<file path="src/rtl/rr_grant_sequencer_pkg.sv">
// Shared constants and state encoding for the round-robin grant sequencer.
// Combinational helpers only; no latency, no backpressure.
package rr_grant_sequencer_pkg;

    localparam int N_REQ         = 4;
    localparam int IDX_W         = 2;
    localparam int MAX_HOLD_DFLT = 16;

    typedef enum logic {
        IDLE  = 1'b0,
        GRANT = 1'b1
    } state_t;

    // Counter only has to reach MAX_HOLD-1, so log2(MAX_HOLD) bits suffice.
    function automatic int cnt_width(input int max_hold);
        return (max_hold <= 2) ? 1 : $clog2(max_hold);
    endfunction

    localparam int CNT_W_DFLT = cnt_width(MAX_HOLD_DFLT);

endpackage

</file>
<file path="src/rtl/rr_grant_sequencer_pick.sv">
// Rotating-priority pick: first set req bit scanning from ptr upward, mod 4.
// Purely combinational, zero latency; no backpressure.
module rr_pick
    import rr_grant_sequencer_pkg::*;
(
    input  logic [N_REQ-1:0] req,
    input  logic [IDX_W-1:0] ptr,
    output logic [IDX_W-1:0] pick_idx,
    output logic             any_req
);

    logic             found;
    logic [IDX_W-1:0] cand;

    always_comb begin
        pick_idx = '0;
        found    = 1'b0;
        cand     = '0;
        for (int k = 0; k < N_REQ; k++) begin
            // 2-bit addition wraps naturally, giving the mod-4 scan.
            cand = ptr + k[IDX_W-1:0];
            if (!found && req[cand]) begin
                pick_idx = cand;
                found    = 1'b1;
            end
        end
    end

    assign any_req = |req;

endmodule

</file>
<file path="src/rtl/rr_grant_sequencer.sv">
// Round-robin 4-way arbiter with registered grant index/valid and hold timeout.
// Latency: 1 cycle req->grant; back-to-back handoff without a bubble.
// Backpressure: holder keeps the grant until release, dropping req, or MAX_HOLD cycles.
module rr_grant_sequencer
    import rr_grant_sequencer_pkg::*;
#(
    parameter int N_REQ_P  = N_REQ,
    parameter int MAX_HOLD = MAX_HOLD_DFLT
) (
    input  logic               clk,
    input  logic               rst_n,
    input  logic [N_REQ-1:0]   req,
    input  logic               gnt_release,
    output logic [IDX_W-1:0]   gnt_idx,
    output logic               gnt_valid,
    output logic               preempt
);

    localparam int CNT_W = cnt_width(MAX_HOLD);

    if (N_REQ_P != 4) begin : g_bad_nreq
        $error("rr_grant_sequencer: N_REQ must be 4 to match the 2-to-4 decoder");
    end
    if (MAX_HOLD < 2 || MAX_HOLD > 255) begin : g_bad_hold
        $error("rr_grant_sequencer: MAX_HOLD must be in 2..255");
    end

    state_t             state;
    logic [IDX_W-1:0]   ptr;
    logic [CNT_W-1:0]   hold_cnt;

    logic               timeout;
    logic               holder_req;
    logic               grant_end;
    logic [IDX_W-1:0]   next_ptr;
    logic [IDX_W-1:0]   arb_ptr;
    logic [IDX_W-1:0]   pick_idx;
    logic               any_req;

    assign timeout    = (hold_cnt == CNT_W'(MAX_HOLD - 1));
    assign holder_req = req[gnt_idx];
    assign grant_end  = gnt_release || !holder_req || timeout;
    assign next_ptr   = gnt_idx + IDX_W'(1);
    // Ending a grant re-arbitrates in the same cycle from the advanced pointer.
    assign arb_ptr    = (state == GRANT) ? next_ptr : ptr;

    rr_pick u_pick (
        .req      (req),
        .ptr      (arb_ptr),
        .pick_idx (pick_idx),
        .any_req  (any_req)
    );

    always_ff @(posedge clk or negedge rst_n) begin
        if (!rst_n) begin
            state     <= IDLE;
            ptr       <= '0;
            hold_cnt  <= '0;
            gnt_idx   <= '0;
            gnt_valid <= 1'b0;
            preempt   <= 1'b0;
        end else begin
            preempt <= 1'b0;
            case (state)
                IDLE: begin
                    if (any_req) begin
                        gnt_idx   <= pick_idx;
                        gnt_valid <= 1'b1;
                        hold_cnt  <= '0;
                        state     <= GRANT;
                    end
                end
                GRANT: begin
                    if (grant_end) begin
                        ptr <= next_ptr;
                        // A forced revoke only when the holder still wanted it and did not release.
                        preempt <= timeout && !gnt_release && holder_req;
                        if (any_req) begin
                            gnt_idx  <= pick_idx;
                            hold_cnt <= '0;
                        end else begin
                            gnt_valid <= 1'b0;
                            state     <= IDLE;
                        end
                    end else if (!timeout) begin
                        hold_cnt <= hold_cnt + CNT_W'(1);
                    end
                end
                default: state <= IDLE;
            endcase
        end
    end

endmodule
</file>
<file path="config.mk">
export PLATFORM = sky130hd
export DESIGN_NAME = rr_grant_sequencer
export DESIGN_NICKNAME = d
export VERILOG_FILES = /design/src/rtl/rr_grant_sequencer_pkg.sv /design/src/rtl/rr_grant_sequencer_pick.sv /design/src/rtl/rr_grant_sequencer.sv
export SDC_FILE = /design/constraint.sdc
export NUM_CORES = 1
export LEC_CHECK = 0
export ABC_CLOCK_PERIOD_IN_PS = 2900
export CAP_MARGIN = 5
export CORE_AREA = 8 8 45 47
export CTS_CLUSTER_SIZE = 12
export DETAILED_ROUTE_END_ITERATION = 7
export DIE_AREA = 0 0 53 55
export PLACE_DENSITY = 0.74
export SLEW_MARGIN = 10
export SYNTH_ARGS = -nofsm -noshare
export SYNTH_HDL_FRONTEND = slang
export SYNTH_HIERARCHICAL = 1
export SYNTH_SLANG_ARGS = --single-unit
export TNS_END_PERCENT = 50
</file>
<file path="constraint.sdc">
create_clock -name clk -period 2.9 [get_ports clk]
set_input_delay 0.29 -clock clk [delete_from_list [all_inputs] [get_ports clk]]
set_output_delay 0.29 -clock clk [all_outputs]
set_load 0.1 [all_outputs]
</file>
==> run_results.csv, run 1 <==
group,metric,value,unit
pwr,irDropWorstVdd,0.000398,V
routing,drcViolationCount,0,
pwr,pwr-share-seq,32.0,%
setup_path,worstSetupPathType,"flop to flop",
die,die_y,55,um
layout,antenna_cells,0,
layout,final_nets,94,
setup_path,cp-end-kind,"flop",
die,core.rowCount,14,
layout,drive_gt1_share,11.8,%
setup_path,cp.arrival,1930,ps
clock_tree,cts_sinks,11,
placed_design,hpwl,1050,um
sta,setup_tns,0,ps
run_status,status,"finished clean",
routing,dr.pass1.iters,4,
synthesis,synth.yosys.seq_area_share,42.9,%
pwr,p_sw,0.000373,W
grt,grt_use_total,10.9,%
sta,holdWs,340,ps
pwr,p_per_area,986,mW/mm^2
layout,syn2layout_area_growth,21.2,%
pwr,p_int,0.000394,W
grt,overflow,0,
sta,hold_violations,0,
die,pin_count,11,
grt,grt_max_degree,12,
routing,drtAntennaViolNets,0,
grt,grt_pass1_vias,472,
clock_tree,insertion_delay,280,ps
clock_tree,hold_buffers,0,
setup_path,crit_chain,"inv_1 > mux2i_1 > inv_2 > a221o_1 > a21oi_1 > mux2_1",
clock_tree,cts_resized,0,
sta,worst_slew_pin_slew,497,ps
die,start_util,46.4,%
synthesis,syn_inst,71,
synthesis,synth-edff-count,0,
setup_path,r2r_cells,6,
clock_tree,cts-buffers-inserted,3,
routing,vias,536,
grt,grt_pass1_wl,2190,um
setup_path,timing.rr.end,"gnt_idx[0]$_DFFE_PN0P_",
setup_path,r2r_start,"state$_DFF_PN0_",
sta,setup_violations,0,
sta,period_share,59.5,%
clock_tree,cts_setup_buffers,0,
pwr,power.share.clock,13.8,%
placed_design,portBuffers,10,
pwr,leakage,0.383,nW
synthesis,syn_nets,79,
clock_tree,clkSlewWorstSetupHoldPaths,70,ps
die,coreArea,0.00138,mm^2
clock_tree,htreeDepth,1,
synthesis,avgSynthCellArea,9.04,um^2
placed_design,gp_congestion,0.813,
clock_tree,cts_buffer_depth,2,
synthesis,synthDistinctLibCells,28,
die,dieArea,0.00292,mm^2
sta,fmaxAchievable,580,MHz
setup_path,rrSetupSlack,1180,ps
routing,drt_iter0_drc,9,
die,die_x,53,um
sta,relSlewSlack,66.8,%
setup_path,critPathSlowestCell,"dfrtp_1",
grt,grt_antenna_before_repair,0,
synthesis,syn_area,642,um^2
sta,slew_violations,0,
routing,routed_wirelength,1340,um
setup_path,cp_max_fo,7,
setup_path,critPathMaxStageDelay,460,ps
setup_path,startpoint_type,"flop",
sta,clock_skew,9.17,ps
sta,rsz0062_at_grt,"false",
pwr,p_comb_share,54.2,%
routing,wl_per_cell,13.2,um
job,cap_violations,0,
clock_tree,tritoncts,"yes",
hold_path,hold_class,"primary input to async pin",
routing,viasPerCell,5.31,
synthesis,ys_seq_elements,11,
clock_tree,clockRootBuffer,"clkbuf_4",
sta,period_minus_slack,1720,ps
pwr,p_sw_share,48.6,%
setup_path,worstPathRequired,3110,ps
synthesis,synth-main-ff-cell,"dfrtp_1",
synthesis,ys_warn_count,6,
synthesis,synthArstFlopShare,100,%
-- per-stage QoR --
step	util (%)	total power [W]	cells	setup WS (ps)	instance area, um^2
floorplan	-	0.000572	71	778	642
global placement	54.3	0.000654	97	1060	752
detailed placement	54.3	0.000666	97	1040	752
CTS	56.2	0.000777	101	1160	778
global route	56.2	0.000819	101	1030	778
finish	56.2	0.000767	101	1180	778
-- cells in the mapped netlist, types with 2 or more instances --
cell       n  area, um^2
nand2_1    2        7.51
inv_1     11        41.3
o21ai_0    4        20.0
mux2_1     2        22.5
nand3_1    3        15.0
nor2_1     5        18.8
dfrtp_1   11         275
nor2b_1    2        12.5
a21oi_1    6        30.0
o211ai_1   2        15.0
mux2i_1    5        50.1
nand2b_1   2        12.5
-- routing by layer --
metal  track usage, %  up-vias  routed length (um)
met5                0        -                   0
met4             7.76        0                  36
met3             5.88        4                  91
met2             16.8        8                 620
met1             11.1      249                 589
li1                 -      275                   -
-- worst max-delay path by stage --
stage | slack (ps) | depth (start not counted) | from | endpoint
after floorplan | 780 | 6 | gnt_idx[0]$_DFFE_PN0P_ | gnt_idx[1]$_DFFE_PN0P_
after global placement | 1060 | 5 | req[0] | gnt_idx[0]$_DFFE_PN0P_
after detailed placement | 1040 | 5 | req[0] | gnt_idx[0]$_DFFE_PN0P_
after CTS | 1160 | 6 | state$_DFF_PN0_ | gnt_idx[0]$_DFFE_PN0P_
after global routing | 1030 | 6 | state$_DFF_PN0_ | gnt_idx[0]$_DFFE_PN0P_
final | 1180 | 6 | state$_DFF_PN0_ | gnt_idx[0]$_DFFE_PN0P_
-- cell families (layout without fill, tap and decap cells) --
family | count (synthesis) | in the layout | synth area share (%)
xor+xnor | 1 | 1 | 1.36
mux | 8 | 8 | 13.1
fa+ha+maj | 1 | 1 | 1.95
compound gates | 20 | 20 | 19.7
buf+inv | 12 | 26 | 7.02
flops | 11 | 11 | 42.9
simple gates | 18 | 18 | 14.0
-- critical path: cells and delay by family, from the launching register on --
kind | cells | cell delay (ps)
AO/OA/AOI/OAI | 2 | 500
buffers and inverters | 2 | 230
multiplexers | 2 | 460
flip-flops | 1 | 460
-- area by class of cell --
type	count	area, um^2
timing repair buffer	10	90.1
fill	126	606
sequential	11	275
clock buffer	4	26.3
multi-input combinational	48	322
inverter	12	45.0
tap	16	20.0
-- sequential cells by signal, summed over array words and instances (netlist names) --
| register | flops |
|---|---|
| hold_cnt | 4 |
| ptr | 2 |
| gnt_valid | 1 |
| preempt | 1 |
| gnt_idx | 2 |
| state | 1 |
-- cell usage in the layout (no fill, tap or decap), drive strengths merged, types with 2 or more instances in the layout --
cell type	n
inv	12
dfrtp	11
a21oi	6
clkdlybuf4s50	6
o21ai	6
mux2i	5
nor2	5
buf	4
clkbuf	4
nand3	3
mux2	3
nand2b	2
nand2	2
nor2b	2
o211ai	2
-- power by group through the flow --
stage	clock, W	combinational (W)	sequential (W)
floorplan	0	0.000189	0.000382
global placement	0	0.000409	0.000246
detailed placement	0	0.000417	0.000248
CTS	0.000110	0.000421	0.000246
global route	0.000120	0.000448	0.000251
finish	0.000106	0.000415	0.000246
(Power assumes the default switching activity.)
==> inputs of run 2 (changes only) <==
ABC_CLOCK_PERIOD_IN_PS = 1400   (was 2900)
CORE_AREA = not set   (was 8 8 45 47)
CORE_MARGIN = 8   (was not set)
CORE_UTILIZATION = 44   (was not set)
DIE_AREA = not set   (was 0 0 53 55)
PLACE_DENSITY = 0.71   (was 0.74)
clock period = 1.4 ns   (was 2.9 ns; I/O delays follow)
==> run 2 against run 1 <==
Compared with the run above: the flow now finishes with violations (negative setup slack); global-route usage grew 2.5 points; final cell count grew 22%; non-clock buffer count grew 23; sequential power is 110% higher; routed wire length increased by 33%; sequential share of layout area fell by 9.2 points; hold slack worse by 130 ps; first-iteration DRC count increased by 44%; clock skew is 1.9 ps lower; largest cell class unchanged; highest routed layer unchanged.
==> run_results.csv, run 2 (synthesis results as in run 1) <==
group,metric,value,unit
run_status,status,"complete, but fails checks",
run_status,violations,"negative setup slack",
die,dieArea,0.00294,mm^2
job,cap_violations,0,
placed_design,hpwl,1260,um
setup_path,critPathSlowestCell,"dfrtp_4",
routing,viasPerCell,5.37,
sta,clock_skew,7.27,ps
layout,fillCellCount,79,
setup_path,worstPathRequired,1550,ps
setup_path,cp_max_fo,4,
clock_tree,cts_sinks,11,
setup_path,cp-end-kind,"flop",
grt,grt_max_degree,12,
die,core.rowCount,13,
sta,setup_violations,11,
layout,post_layout_nonfiller_instances,123,
grt,grt_pass1_vias,647,
setup_path,worstSetupPathType,"flop to flop",
grt,grt_use_total,13.4,%
grt,grt.met2_usage,22.9,%
grt,grt_antenna_before_repair,0,
setup_path,startpoint_type,"flop",
layout,reg_top3,"hold_cnt x4, gnt_idx x2, ptr x2",
placed_design,dp_cells,115,
clock_tree,htreeDepth,1,
setup_path,critPathLaunch,"gnt_idx[0]$_DFFE_PN0P_",
setup_path,r2r_start,"gnt_idx[0]$_DFFE_PN0P_",
die,coreArea,0.00133,mm^2
layout,layout_common_cells,"21 x buf_4, 11 x inv_1, 9 x dfrtp_1, 6 x clkdlybuf4s50_1",
routing,wl_per_cell,14.4,um
sta,period_minus_slack,1640,ps
clock_tree,clockRootBuffer,"clkbuf_4",
placed_design,gp_congestion,0.774,
clock_tree,insertion_delay,270,ps
clock_tree,tritoncts,"yes",
sta,setup_tns,-1420,ps
sta,fmaxAchievable,610,MHz
pwr,irDropWorstVdd,0.00164,V
routing,drcViolationCount,0,
routing,drt_iter0_drc,13,
sta,slew_violations,0,
routing,drtAntennaViolNets,0,
sta,worst_slack,-240,ps
sta,hold_violations,0,
sta,relSlewSlack,65.5,%
clock_tree,clkSlewWorstSetupHoldPaths,70,ps
sta,rsz0062_at_grt,"true",
layout,final_nets,117,
grt,overflow,0,
die,die_x,54.2,um
setup_path,crit_chain,"or2_1 > o22a_2 > o21ai_2 > mux2_1",
grt,met3_usage,5.79,%
layout,syn2layout_area_growth,68.6,%
layout,largest_reg_flops,4,
setup_path,cp_num_buf_inv,0,
layout,top_register,"hold_cnt",
clock_tree,cts_buffer_depth,2,
die,pin_count,11,
pwr,p_per_area,2010,mW/mm^2
layout,drive_gt1_share,43.5,%
sta,period_share,117,%
routing,dr.pass1.iters,4,
layout,final_common_cell,"buf_4",
grt,grt-busiest-layer,"met2",
die,start_util,48.1,%
grt,grt_use_met1,14.7,%
placed_design,portBuffers,10,
clock_tree,cts-buffers-inserted,3,
sta,worst_slew_pin_slew,517,ps
clock_tree,hold_buffers,0,
routing,vias,661,
layout,antenna_cells,0,
hold_path,hold_class,"primary input to async pin",
setup_path,cp.arrival,1790,ps
pwr,leakage,0.527,nW
setup_path,critPathMaxStageDelay,500,ps
grt,grt_pass1_wl,2850,um
die,die_y,54.2,um
routing,routed_wirelength,1770,um
setup_path,critPathTopFamily,"flip-flops",
[run 2: changes by cell type in the layout (fill, tap and decap cells not counted), sizes merged]
cell and delta:
buf +23
[run 2: metrics by stage]
stage	power (W)	instance area (um^2)	setup WS, ps	hold slack, ps	utilization [%]
4_1_cts	0.00203	1030	-234	213	77.3
3_5_place_dp	0.00172	955	-306	505	71.6
6_report	0.00217	1080	-240	207	81.1
3_3_place_gp	0.00168	955	-250	505	71.6
2_1_floorplan	0.00122	653	-319	-156	-
5_1_grt	0.00229	1080	-275	245	81.1
[run 2: area by class of cell]
cell class | count | area, um^2 | share of cell area (%)
Clock buffer | 4 | 26.3 | 2.43
Inverter | 12 | 45.0 | 4.16
Multi-Input combinational cell | 48 | 389 | 36.0
Sequential cell | 11 | 283 | 26.1
Tap cell | 15 | 18.8 | 1.73
Timing Repair Buffer | 33 | 320 | 29.6
[run 2: worst paths after layout]
kind	end	slack, ps	cells after the start
setup / recovery	gnt_idx[1]$_DFFE_PN0P_	-240	4
hold / removal	preempt$_DFF_PN0_	210	1
setup reg to reg	gnt_idx[1]$_DFFE_PN0P_	-240	4
hold reg to reg	ptr[1]$_DFFE_PN0P_	540	2
max in group asynchronous	gnt_idx[1]$_DFFE_PN0P_	800	1
min in group clk	ptr[1]$_DFFE_PN0P_	540	2
[run 2: power breakdown]
| part | internal [W] | leakage, nW | switching [W] |
|---|---|---|---|
| logic | 0.000681 | 0.377 | 0.000753 |
| registers | 0.000432 | 0.135 | 0.0000915 |
| clock network | 0.000110 | 0.0150 | 0.000104 |
[run 2: repair_timing]
item | 4_1_cts | 5_1_grt
setup endpoints to repair | 10 | 11
gates cloned | 0 | 0
setup buffers | 3 | 1
pin swaps | 4 | 7
gates resized for setup | 9 | 10
[run 2: worst reg2reg max path, delay by kind of cell (launching register included)]
kind             cells  cell delay [ps]
AO/OA/AOI/OAI        2              430
flip-flops           1              500
multiplexers         1              340
AND/OR/NAND/NOR      1              240
[run 2: metal layers]
layer / part of all wire (%) / wire length (um)
met2: 54 / 966
met3: 5.1 / 91
met4: 0.68 / 12
met5: 0 / 0
met1: 40 / 702
